===== config.mk =====
export PLATFORM = sky130hd
export DESIGN_NAME = instruction_fetch
export DESIGN_NICKNAME = d
export VERILOG_FILES = /design/src/rtl/cpu_pkg.sv /design/src/rtl/fetch_timeout_counter.sv /design/src/rtl/instruction_fetch.sv
export SDC_FILE = /design/constraint.sdc
export NUM_CORES = 1
export LEC_CHECK = 0
export ABC_AREA = 1
export CORE_MARGIN = 3
export CORE_UTILIZATION = 43
export CTS_CLUSTER_DIAMETER = 80
export DETAILED_ROUTE_END_ITERATION = 16
export GPL_TIMING_DRIVEN = 0
export PLACE_DENSITY = 0.9
export SYNTH_ARGS = -nofsm -noshare
export SYNTH_HDL_FRONTEND = slang
export SYNTH_SLANG_ARGS = --single-unit

===== constraint.sdc =====
create_clock -name i_clk -period 3.6 [get_ports i_clk]
set_clock_uncertainty 0.05 [all_clocks]
set_input_delay 0.36 -clock i_clk [delete_from_list [all_inputs] [get_ports i_clk]]
set_output_delay 0.36 -clock i_clk [all_outputs]
set_load 0.02 [all_outputs]

===== src/rtl/cpu_pkg.sv =====
// Shared fetch-stage definitions: FSM state encoding, fault cause codes and the
// NOP word the instruction register resets to.
package cpu_pkg;

  typedef enum logic [2:0] {
    ST_IDLE  = 3'd0,
    ST_REQ   = 3'd1,
    ST_WAIT  = 3'd2,
    ST_HOLD  = 3'd3,
    ST_FAULT = 3'd4
  } fetch_state_e;

  localparam logic [1:0]  FAULT_NONE     = 2'b00;
  localparam logic [1:0]  FAULT_MISALIGN = 2'b01;
  localparam logic [1:0]  FAULT_TIMEOUT  = 2'b10;

  localparam logic [31:0] NOP_INSTR      = 32'h0000_0013;

endpackage


===== src/rtl/fetch_timeout_counter.sv =====
// WAIT-cycle watchdog: loads TIMEOUT_CYCLES-1 on clear, counts down while enabled,
// and flags terminal count on the last permitted WAIT cycle.
module fetch_timeout_counter #(
  parameter int TIMEOUT_CYCLES = 255
) (
  input  logic i_clk,
  input  logic i_rst,
  input  logic i_en,
  input  logic i_clr,
  output logic o_tc
);

  localparam logic [7:0] LOAD_VAL = 8'(TIMEOUT_CYCLES - 1);

  logic [7:0] count_q, count_d;

  always_comb begin
    count_d = count_q;
    if (i_clr) begin
      count_d = LOAD_VAL;
    end else if (i_en && (count_q != 8'd0)) begin
      count_d = count_q - 8'd1;
    end
  end

  always_ff @(posedge i_clk or posedge i_rst) begin
    if (i_rst) begin
      count_q <= LOAD_VAL;
    end else begin
      count_q <= count_d;
    end
  end

  assign o_tc = i_en && (count_q == 8'd0);

endmodule


===== src/rtl/instruction_fetch.sv =====
// Fetch stage: one outstanding word read per PC, instruction held for decode under
// a valid/taken handshake. Bus-timeout fault exists only with INSTR_FETCH_TIMEOUT_EN.
module instruction_fetch
  import cpu_pkg::*;
#(
  parameter int XLEN           = 32,
  parameter int RESET_PC_CHECK = 1,
  parameter int TIMEOUT_CYCLES = 255
) (
  input  logic            i_clk,
  input  logic            i_rst,
  input  logic [XLEN-1:0] i_PC,
  input  logic            i_flush,
  output logic [XLEN-1:0] o_mem_addr,
  output logic            o_mem_req,
  input  logic            i_mem_DV,
  input  logic [XLEN-1:0] i_mem_data,
  output logic [XLEN-1:0] o_instr,
  output logic            o_instr_DV,
  input  logic            i_instr_taken,
  output logic            o_fault,
  output logic [1:0]      o_fault_cause
);

  // state | meaning
  // IDLE  | post-reset, moves to REQ next edge
  // REQ   | sample PC, launch read (or fault on misalignment)
  // WAIT  | read outstanding, waiting for i_mem_DV
  // HOLD  | instruction valid for decode
  // FAULT | terminal until reset

  fetch_state_e    state_q, state_d;
  logic [XLEN-1:0] mem_addr_q, mem_addr_d;
  logic            mem_req_q, mem_req_d;
  logic [XLEN-1:0] instr_q, instr_d;
  logic            instr_dv_q, instr_dv_d;
  logic            fault_q, fault_d;
  logic [1:0]      cause_q, cause_d;
  logic            flush_pending_q, flush_pending_d;
  logic            timeout_hit;

`ifdef INSTR_FETCH_TIMEOUT_EN
  fetch_timeout_counter #(
    .TIMEOUT_CYCLES(TIMEOUT_CYCLES)
  ) u_timeout (
    .i_clk (i_clk),
    .i_rst (i_rst),
    .i_en  (state_q == ST_WAIT),
    .i_clr (state_q == ST_REQ),
    .o_tc  (timeout_hit)
  );
`else
  assign timeout_hit = 1'b0;
`endif

  always_comb begin
    state_d         = state_q;
    mem_addr_d      = mem_addr_q;
    mem_req_d       = 1'b0;
    instr_d         = instr_q;
    instr_dv_d      = instr_dv_q;
    fault_d         = fault_q;
    cause_d         = cause_q;
    flush_pending_d = flush_pending_q;
    case (state_q)
      ST_IDLE: state_d = ST_REQ;
      ST_REQ: begin
        if ((RESET_PC_CHECK != 0) && (i_PC[1:0] != 2'b00)) begin
          fault_d = 1'b1;
          cause_d = FAULT_MISALIGN;
          state_d = ST_FAULT;
        end else begin
          mem_addr_d      = {i_PC[XLEN-1:2], 2'b00};
          mem_req_d       = 1'b1;
          flush_pending_d = 1'b0;
          state_d         = ST_WAIT;
        end
      end
      ST_WAIT: begin
        // A flush cannot cancel the bus read, so the data is absorbed and dropped.
        if (i_mem_DV) begin
          flush_pending_d = 1'b0;
          if (flush_pending_q || i_flush) begin
            state_d = ST_REQ;
          end else begin
            instr_d    = i_mem_data;
            instr_dv_d = 1'b1;
            state_d    = ST_HOLD;
          end
        end else if (timeout_hit) begin
          fault_d = 1'b1;
          cause_d = FAULT_TIMEOUT;
          state_d = ST_FAULT;
        end else if (i_flush) begin
          flush_pending_d = 1'b1;
        end
      end
      ST_HOLD: begin
        if (i_flush || i_instr_taken) begin
          instr_dv_d = 1'b0;
          state_d    = ST_REQ;
        end
      end
      ST_FAULT: instr_dv_d = 1'b0;
      default:  state_d = ST_IDLE;
    endcase
  end

  always_ff @(posedge i_clk or posedge i_rst) begin
    if (i_rst) begin
      state_q         <= ST_IDLE;
      mem_addr_q      <= '0;
      mem_req_q       <= 1'b0;
      instr_q         <= XLEN'(NOP_INSTR);
      instr_dv_q      <= 1'b0;
      fault_q         <= 1'b0;
      cause_q         <= FAULT_NONE;
      flush_pending_q <= 1'b0;
    end else begin
      state_q         <= state_d;
      mem_addr_q      <= mem_addr_d;
      mem_req_q       <= mem_req_d;
      instr_q         <= instr_d;
      instr_dv_q      <= instr_dv_d;
      fault_q         <= fault_d;
      cause_q         <= cause_d;
      flush_pending_q <= flush_pending_d;
    end
  end

  assign o_mem_addr    = mem_addr_q;
  assign o_mem_req     = mem_req_q;
  assign o_instr       = instr_q;
  assign o_instr_DV    = instr_dv_q;
  assign o_fault       = fault_q;
  assign o_fault_cause = cause_q;

endmodule

==> flow_summary.json, run 1 <==
{
  "grt-ovfl-total": 0,
  "place_congestion": 0.766,
  "cts_sinks": 69,
  "cts_buffers": 9,
  "synth_xor_area_share_pct": 0,
  "start_util_pct": 44.7,
  "vdd_drop_max_uv": 557,
  "cap_violations": 0,
  "synth-simple-area-share_pct": 20.5,
  "final_cell_mix": "134 x clkdlybuf4s50_1, 131 x nand2_1, 66 x dfrtp_1",
  "ioPinCount": 138,
  "drt_iter0_drc": 111,
  "clockBufferDepth": 2,
  "fp.dieH_um": 87.4,
  "cts_resized": 0,
  "leakagePower_nw": 2.26,
  "end_kind": "primary output",
  "crit_arrival_ps": 1470,
  "ant_nets": 0,
  "synth_seq_cells": 69,
  "synth_compound_area_share_pct": 8.95,
  "mostFrequentLayoutCell": "clkdlybuf4s50_1",
  "grt_pass1_vias": 2486,
  "crit_path_cell_trace": "clkdlybuf4s50_1",
  "post_cts_buffers": 0,
  "tns_ps": 0,
  "yosysSeqAreaShare_pct": 60.7,
  "holdPathStages": 2,
  "max_freq_mhz": 531,
  "place_ws_ps": 1800,
  "rows": 29,
  "hold_viol_final": 0,
  "drt-vias-per-instance": 4.57,
  "rr_worst_depth": 6,
  "n_fill_cell": 475,
  "muxShareOfSynthArea_pct": 0,
  "vias": 2449,
  "grt_max_degree": 70,
  "maxSlewHeadroom_pct": 44.3,
  "path_max_fanout": 2,
  "setup-violations-final": 0,
  "num_antenna_cells": 0,
  "worst_path_dominant_cell_family": "buffers and inverters",
  "hp-class": "reg2reg",
  "hpwl_um": 5240,
  "io_buffers": 134,
  "status": "finished, final reports clean",
  "cts_tree": "done",
  "period_share_pct": 52.3,
  "drt-pass1-iter-count": 4,
  "wirelength_um": 6970,
  "fin_util_pct": 71.2,
  "drive_above_1_share_pct": 13.5,
  "path_buf_inv": 1,
  "yosysUniqueCellTypes": 22,
  "core_sq_um": 6390,
  "cp_num_cells": 1,
  "finalCriticalPeriod_ps": 1880,
  "report.final.slew_viol_count": 0,
  "grt_pass1_wl_um": 11900,
  "h-tree-depth": 3,
  "synth_top_family_by_area": "simple AND/OR/NAND/NOR gates",
  "clock-root-buffer": "clkbuf_8",
  "dieArea_sq_um": 7640,
  "synth_area_per_cell_sq_um": 9.29,
  "antenna_found_initial": 0,
  "die_x_um": 87.4,
  "power_density_nw_per_um2": 725,
  "clkTransAtPathRegs_ps": 80,
  "setup_ws_ps": 1720,
  "power.total_mw": 3.30,
  "syn_area_sq_um": 2850,
  "cts-hold-fix-buffers": 0,
  "worstSetupPathType": "reg2out",
  "rsz0062_at_grt": "false",
  "cp.required_ps": 3190,
  "gr-usage-all-layers_pct": 20.2,
  "yosysWarnings": 0,
  "cp_slowest_stage_delay_ps": 590,
  "slowest_stage": "clkdlybuf4s50_1",
  "wl_per_cell_um": 13.0,
  "clk_latency_ps": 340,
  "worst_pin_slew_ps": 836,
  "syn_to_final_growth_pct": 59.4,
  "drc_errors": 0,
  "start_kind": "flop",
  "nets": 523,
  "synthCells": 307,
  "synth-adder-area-share_pct": 0
}
## final timing paths
kind,start,end,slack [ps]
hold / removal,o_instr[0]$_DFFE_PP1P_,o_instr[0]$_DFFE_PP1P_,430
setup / recovery,o_instr[1]$_DFFE_PP1P_,o_instr[1],1720
hold reg to reg,o_instr[0]$_DFFE_PP1P_,o_instr[0]$_DFFE_PP1P_,430
min in group asynchronous,i_rst,o_instr[21]$_DFFE_PP0P_,490
setup reg to reg,state_q[0]$_DFFE_PP0P_,o_mem_addr[12]$_DFFE_PP0P_,2190
max in group asynchronous,i_rst,o_instr[23]$_DFFE_PP0P_,2460
## synthesized netlist by cell type
cell type,n,area (sq um)
buf_6,5,56.3
nand3b_1,2,15.0
a21o_1,1,7.51
o21ai_2,22,193
dfstp_2,3,78.8
buf_4,6,45.0
nor2_1,3,11.3
nor3b_1,1,7.51
buf_2,3,15.0
nand4_1,1,6.26
inv_1,37,139
o21ai_1,8,40.0
nor2_2,1,6.26
clkbuf_1,3,11.3
nor2_4,1,11.3
conb_1,1,3.75
nand3_1,5,25.0
inv_2,3,11.3
nand3_2,1,10.0
nand2_1,131,492
dfrtp_1,66,1650
o21ai_0,3,15.0
## sequential cells by signal, summed over array words and instances, names as in the netlist
name             count
o_instr             32
o_mem_addr          30
state_q              3
flush_pending_q      1
o_fault              1
o_instr_DV           1
o_mem_req            1
## where the power goes
group | internal, mW | leakage, nW | switching [mW] | total, mW
Sequential | 1.05 | 0.884 | 0.155 | 1.20
Combinational | 0.641 | 1.26 | 0.692 | 1.33
Clock | 0.463 | 0.116 | 0.299 | 0.763
## final cells by class
cell class                 instances  area [sq um]  area share, %
buffer                            17           128           2.81
clock buffer                       9           124           2.73
clock inverter                     7           123           2.70
inverter                          40           153           3.36
multi-input combinational        183           851           18.7
sequential                        69          1730           38.1
tap                               77          96.3           2.12
timing repair buffer             134          1340           29.5
## layer usage
metal	up-vias	GRT usage, %	wire [um]
li1	1213	-	-
met1	1144	25.8	2750
met2	80	32.0	3540
met3	12	6.05	537
met4	0	8.37	139
met5	-	0	0
## worst register-to-register path: cells and delay by family (launching register included)
kind | cells | cell delay (ps)
AND/OR/NAND/NOR | 4 | 410
buffers and inverters | 2 | 500
flip-flops | 1 | 410
## per-stage QoR
step           instances  hold WS [ps]  area [sq um]
4_1_cts              536           432          4550
5_1_grt              536           454          4550
6_report             536           430          4550
3_3_place_gp         520           411          4300
2_1_floorplan        309           409          2860
3_5_place_dp         520           415          4300
## cells by family (layout without fill, tap and decap cells)
kind of cell / count (synthesis) / after routing
buf+inv: 57 / 207
compound gates: 34 / 34
simple gates: 146 / 146
other cells: 1 / 3
flops: 69 / 69
No activity file was read; power rests on OpenSTA's default activity.
==> run 2: changes to the inputs <==
--- a/config.mk
+++ b/config.mk
@@ -7,11 +7,11 @@
 export LEC_CHECK = 0
 export ABC_AREA = 1
 export CORE_MARGIN = 3
-export CORE_UTILIZATION = 43
+export CORE_UTILIZATION = 40
 export CTS_CLUSTER_DIAMETER = 80
 export DETAILED_ROUTE_END_ITERATION = 16
 export GPL_TIMING_DRIVEN = 0
-export PLACE_DENSITY = 0.9
+export PLACE_DENSITY = 0.85
 export SYNTH_ARGS = -nofsm -noshare
 export SYNTH_HDL_FRONTEND = slang
 export SYNTH_SLANG_ARGS = --single-unit
==> constraint.sdc (replaced) <==
create_clock -name i_clk -period 1.85 [get_ports i_clk]
set_clock_uncertainty 0.05 [all_clocks]
set_input_delay 0.185 -clock i_clk [delete_from_list [all_inputs] [get_ports i_clk]]
set_output_delay 0.185 -clock i_clk [all_outputs]
set_load 0.02 [all_outputs]
==> run 2 against run 1 <==
Against the previous run:
- non-clock buffer count rose by 1
- core utilization fell by 5.4 points
- via count rose by 0.69%
- critical path type unchanged
- power rose by 83%
- critical endpoint is now o_instr[4]
- critical path depth did not move
- highest routed layer unchanged
- first-iteration DRC count fell by 32%
- flip-flop and latch count did not move
- hold slack got worse by 120 ps
- combinational power rose by 95%
- global-route usage fell by 2.1 points
==> flow_summary.json, run 2 (synthesis results as in run 1) <==
{
  "status": "finished, final reports clean",
  "place_congestion": 0.765,
  "die_x_um": 90.4,
  "rows": 30,
  "wirelength_um": 7040,
  "clkTransAtPathRegs_ps": 70,
  "cts_resized": 0,
  "grt_max_degree": 40,
  "clock-root-buffer": "clkbuf_8",
  "grt_pass1_vias": 2599,
  "end_kind": "primary output",
  "setup_ws_ps": 157,
  "rr_worst_depth": 6,
  "leakagePower_nw": 2.24,
  "reg2reg_slack_ps": 450,
  "clockBufferDepth": 2,
  "gr-usage-all-layers_pct": 18.1,
  "h-tree-depth": 3,
  "largest_reg_flops": 32,
  "cts_buffers": 9,
  "setup-violations-final": 0,
  "crit_arrival_ps": 1460,
  "syn_to_final_growth_pct": 58.4,
  "swShare_pct": 36.1,
  "cts_tree": "done",
  "num_antenna_cells": 0,
  "drc_errors": 0,
  "final_cell_area_sq_um": 4520,
  "place_ws_ps": 275,
  "combPwrFrac_pct": 43.3,
  "period_share_pct": 91.5,
  "maxSlewHeadroom_pct": 44.4,
  "finalCriticalPeriod_ps": 1690,
  "slowest_stage": "clkdlybuf4s50_1",
  "worstSetupPathType": "reg2out",
  "fin_hold_ws_ps": 308,
  "path_max_fanout": 2,
  "core_sq_um": 6870,
  "dp.cells": 540,
  "reg2reg_to": "o_mem_addr[5]$_DFFE_PP0P_",
  "cp_num_cells": 1,
  "ioPinCount": 138,
  "hp-class": "in2async",
  "dieArea_sq_um": 8180,
  "post_cts_buffers": 0,
  "worst_pin_slew_ps": 832,
  "fp.dieH_um": 90.4,
  "cap_violations": 0,
  "grt_pass1_wl_um": 12100,
  "final_cell_mix": "134 x clkdlybuf4s50_1, 131 x nand2_1, 66 x dfrtp_1",
  "power_density_nw_per_um2": 1330,
  "cts-hold-fix-buffers": 0,
  "vdd_drop_max_uv": 845,
  "stdcell_count": 556,
  "ant_nets": 0,
  "wl_per_cell_um": 12.7,
  "power_frac_clock_pct": 17.9,
  "p_seq_share_pct": 38.9,
  "cts_sinks": 69,
  "mostFrequentLayoutCell": "clkdlybuf4s50_1",
  "report.final.slew_viol_count": 0,
  "max_freq_mhz": 591,
  "cp.required_ps": 1620,
  "clk_latency_ps": 320,
  "start_kind": "flop",
  "vias": 2466,
  "fin_util_pct": 65.8,
  "internal-power_mw": 3.85,
  "crit_path_cell_trace": "clkdlybuf4s50_1",
  "hold_viol_final": 0,
  "power.total_mw": 6.02,
  "hpwl_um": 5430,
  "power.switching_mw": 2.17,
  "path_buf_inv": 1,
  "crit_start": "o_instr[4]$_DFFE_PP1P_",
  "start_util_pct": 41.5,
  "place_area_sq_um": 4340,
  "drt-pass1-iter-count": 6,
  "antenna_found_initial": 0,
  "drt-vias-per-instance": 4.44,
  "drive_above_1_share_pct": 13.0,
  "nets": 524,
  "cp-endpoint": "o_instr[4]",
  "n_fill_cell": 555,
  "io_buffers": 134,
  "drt_iter0_drc": 76,
  "rsz0062_at_grt": "false",
  "cp_slowest_stage_delay_ps": 600,
  "tns_ps": 0,
  "worst_path_dominant_cell_family": "buffers and inverters",
  "grt-ovfl-total": 0,
  "r2r-start": "state_q[0]$_DFFE_PP0P_"
}
[run 2: worst register-to-register path, cell delays in order, from the launching register on]
cell,delay [ps]
dfrtp_1,380
inv_2,80
nor2_2,150
nand3_2,180
clkbuf_1,280
nand2_1,120
nand2_1,50
[run 2: per-layer routing]
metal	vias to the layer above	track usage (%)	wire length (um)
met5	-	0	0
met3	6	6.58	677
met1	1134	21.1	2800
met4	0	7.27	73
met2	113	30.4	3490
li1	1213	-	-
[run 2: area by class of cell]
type / count / area [sq um] / share of cell area [%]
well taps: 96 / 120 / 2.66
clock inverters: 2 / 10.0 / 0.222
clock buffers: 14 / 163 / 3.60
multi-input cells: 183 / 851 / 18.8
repair buffers: 135 / 1360 / 30.1
inverters: 40 / 154 / 3.41
flip-flops and latches: 69 / 1730 / 38.3
plain buffers: 17 / 128 / 2.83
[run 2: worst min path at each step]
stage / cells past startpoint / slack, ps / endpoint / startpoint
final: 2 / 310 / o_mem_addr[2]$_DFFE_PP0P_ / i_rst
after global routing: 3 / 340 / o_mem_addr[16]$_DFFE_PP0P_ / i_PC[16]
after floorplan: 2 / 230 / o_instr[4]$_DFFE_PP1P_ / i_mem_data[4]
after global placement: 2 / 410 / o_mem_addr[30]$_DFFE_PP0P_ / o_mem_addr[30]$_DFFE_PP0P_
after CTS: 2 / 320 / o_mem_addr[2]$_DFFE_PP0P_ / i_rst
after detailed placement: 2 / 410 / o_mem_addr[31]$_DFFE_PP0P_ / o_mem_addr[31]$_DFFE_PP0P_
[run 2: power by group through the flow]
stage	clock, mW	sequential, mW	combinational [mW]
5_1_grt	1.17	2.41	2.82
6_report	1.08	2.34	2.60
3_3_place_gp	0	2.33	2.57
2_1_floorplan	0	2.93	0.721
3_5_place_dp	0	2.35	2.63
4_1_cts	1.11	2.34	2.64
==> run 3: changes to the inputs <==
--- a/config.mk
+++ b/config.mk
@@ -6,6 +6,7 @@
 export NUM_CORES = 1
 export LEC_CHECK = 0
 export ABC_AREA = 1
+export CAP_MARGIN = 20
 export CORE_MARGIN = 3
 export CORE_UTILIZATION = 40
 export CTS_CLUSTER_DIAMETER = 80
==> run 3 against run 2 <==
Against the previous run:
- power unchanged
- sequential share of layout area unchanged
- sequential power about the same
- flip-flop and latch count unchanged
- routed wire length unchanged
- critical path depth unchanged
- core utilization unchanged
- design area unchanged
- global-route usage unchanged
- register-to-register slack about the same
- via count unchanged
- non-clock buffer count unchanged
- critical path type unchanged
==> flow_summary.json, run 3 (synthesis results as in run 1) <==
{
  "tns_ps": 0,
  "path_buf_inv": 1,
  "cts-hold-fix-buffers": 0,
  "ioPinCount": 138,
  "nets": 524,
  "mostFrequentLayoutCell": "clkdlybuf4s50_1",
  "wirelength_um": 7040,
  "clockBufferDepth": 2,
  "hpwl_um": 5430,
  "power.total_mw": 6.02,
  "start_util_pct": 41.5,
  "drc_errors": 0,
  "cp.required_ps": 1620,
  "worst_pin_slew_ps": 832,
  "clk_latency_ps": 320,
  "cts_buffers": 9,
  "period_share_pct": 91.5,
  "num_antenna_cells": 0,
  "clkTransAtPathRegs_ps": 70,
  "worst_path_dominant_cell_family": "buffers and inverters",
  "maxSlewHeadroom_pct": 44.4,
  "drive_above_1_share_pct": 13.0,
  "ant_nets": 0,
  "vdd_drop_max_uv": 845,
  "die_x_um": 90.4,
  "dieArea_sq_um": 8180,
  "grt-ovfl-total": 0,
  "clock-root-buffer": "clkbuf_8",
  "crit_arrival_ps": 1460,
  "power_density_nw_per_um2": 1330,
  "grt_pass1_vias": 2599,
  "cap_violations": 0,
  "report.final.slew_viol_count": 0,
  "end_kind": "primary output",
  "cp_slowest_stage_delay_ps": 600,
  "leakagePower_nw": 2.24,
  "cts_resized": 0,
  "place_congestion": 0.765,
  "vias": 2466,
  "largest_reg_flops": 32,
  "slowest_stage": "clkdlybuf4s50_1",
  "rsz0062_at_grt": "false",
  "crit_path_cell_trace": "clkdlybuf4s50_1",
  "max_freq_mhz": 591,
  "cts_tree": "done",
  "setup-violations-final": 0,
  "start_kind": "flop",
  "final_cell_mix": "134 x clkdlybuf4s50_1, 131 x nand2_1, 66 x dfrtp_1",
  "drt-vias-per-instance": 4.44,
  "hold_viol_final": 0,
  "post_cts_buffers": 0,
  "syn_to_final_growth_pct": 58.4,
  "finalCriticalPeriod_ps": 1690,
  "rows": 30,
  "fp.dieH_um": 90.4,
  "wl_per_cell_um": 12.7,
  "drt-pass1-iter-count": 6,
  "core_sq_um": 6870,
  "worstSetupPathType": "reg2out",
  "path_max_fanout": 2,
  "grt_max_degree": 40,
  "grt_pass1_wl_um": 12100,
  "drt_iter0_drc": 76,
  "hp-class": "in2async",
  "status": "finished, final reports clean",
  "gr-usage-all-layers_pct": 18.1,
  "antenna_found_initial": 0,
  "h-tree-depth": 3,
  "io_buffers": 134,
  "cts_sinks": 69
}
==> run 3: area by class of cell <==
class                      count  area [sq um]
buffer                        17           128
clock buffer                  14           163
fill                         555          2350
sequential                    69          1730
tap                           96           120
multi-input combinational    183           851
inverter                      40           154
timing repair buffer         135          1360
clock inverter                 2          10.0
==> run 3: final timing paths <==
path | startpoint | to | slack, ps | depth (start not counted)
max | o_instr[4]$_DFFE_PP1P_ | o_instr[4] | 160 | 1
min | i_rst | o_mem_addr[2]$_DFFE_PP0P_ | 310 | 2
max reg2reg | state_q[0]$_DFFE_PP0P_ | o_mem_addr[5]$_DFFE_PP0P_ | 450 | 6
min reg2reg | o_instr[29]$_DFFE_PP0P_ | o_instr[29]$_DFFE_PP0P_ | 430 | 2
max in group asynchronous | i_rst | o_mem_addr[22]$_DFFE_PP0P_ | 830 | 3
min in group i_clk | i_mem_data[0] | o_instr[0]$_DFFE_PP1P_ | 340 | 3
==> run 3: stage by stage <==
stage | hold WS (ps) | std cells | util (%) | instance area (sq um) | setup slack (ps)
detailed placement | 415 | 540 | 63.2 | 4340 | 275
global route | 335 | 556 | 65.8 | 4520 | 127
floorplan | 234 | 309 | - | 2860 | 595
CTS | 317 | 556 | 65.8 | 4520 | 133
global placement | 411 | 539 | 63.0 | 4320 | 0.660
finish | 308 | 556 | 65.8 | 4520 | 157
==> run 3: report_power, final <==
part / internal (mW) / switching [mW] / total [mW] / leakage, nW
logic: 1.25 / 1.35 / 2.60 / 1.27
clock network: 0.558 / 0.518 / 1.08 / 0.0905
registers: 2.04 / 0.300 / 2.34 / 0.884
total: 3.85 / 2.17 / 6.02 / 2.24
==> run 3: routing by layer <==
| metal | GRT usage (%) | wire length [um] |
|---|---|---|
| met1 | 21.1 | 2800 |
| met2 | 30.4 | 3490 |
| met3 | 6.58 | 677 |
| met4 | 7.27 | 73 |
| met5 | 0 | 0 |
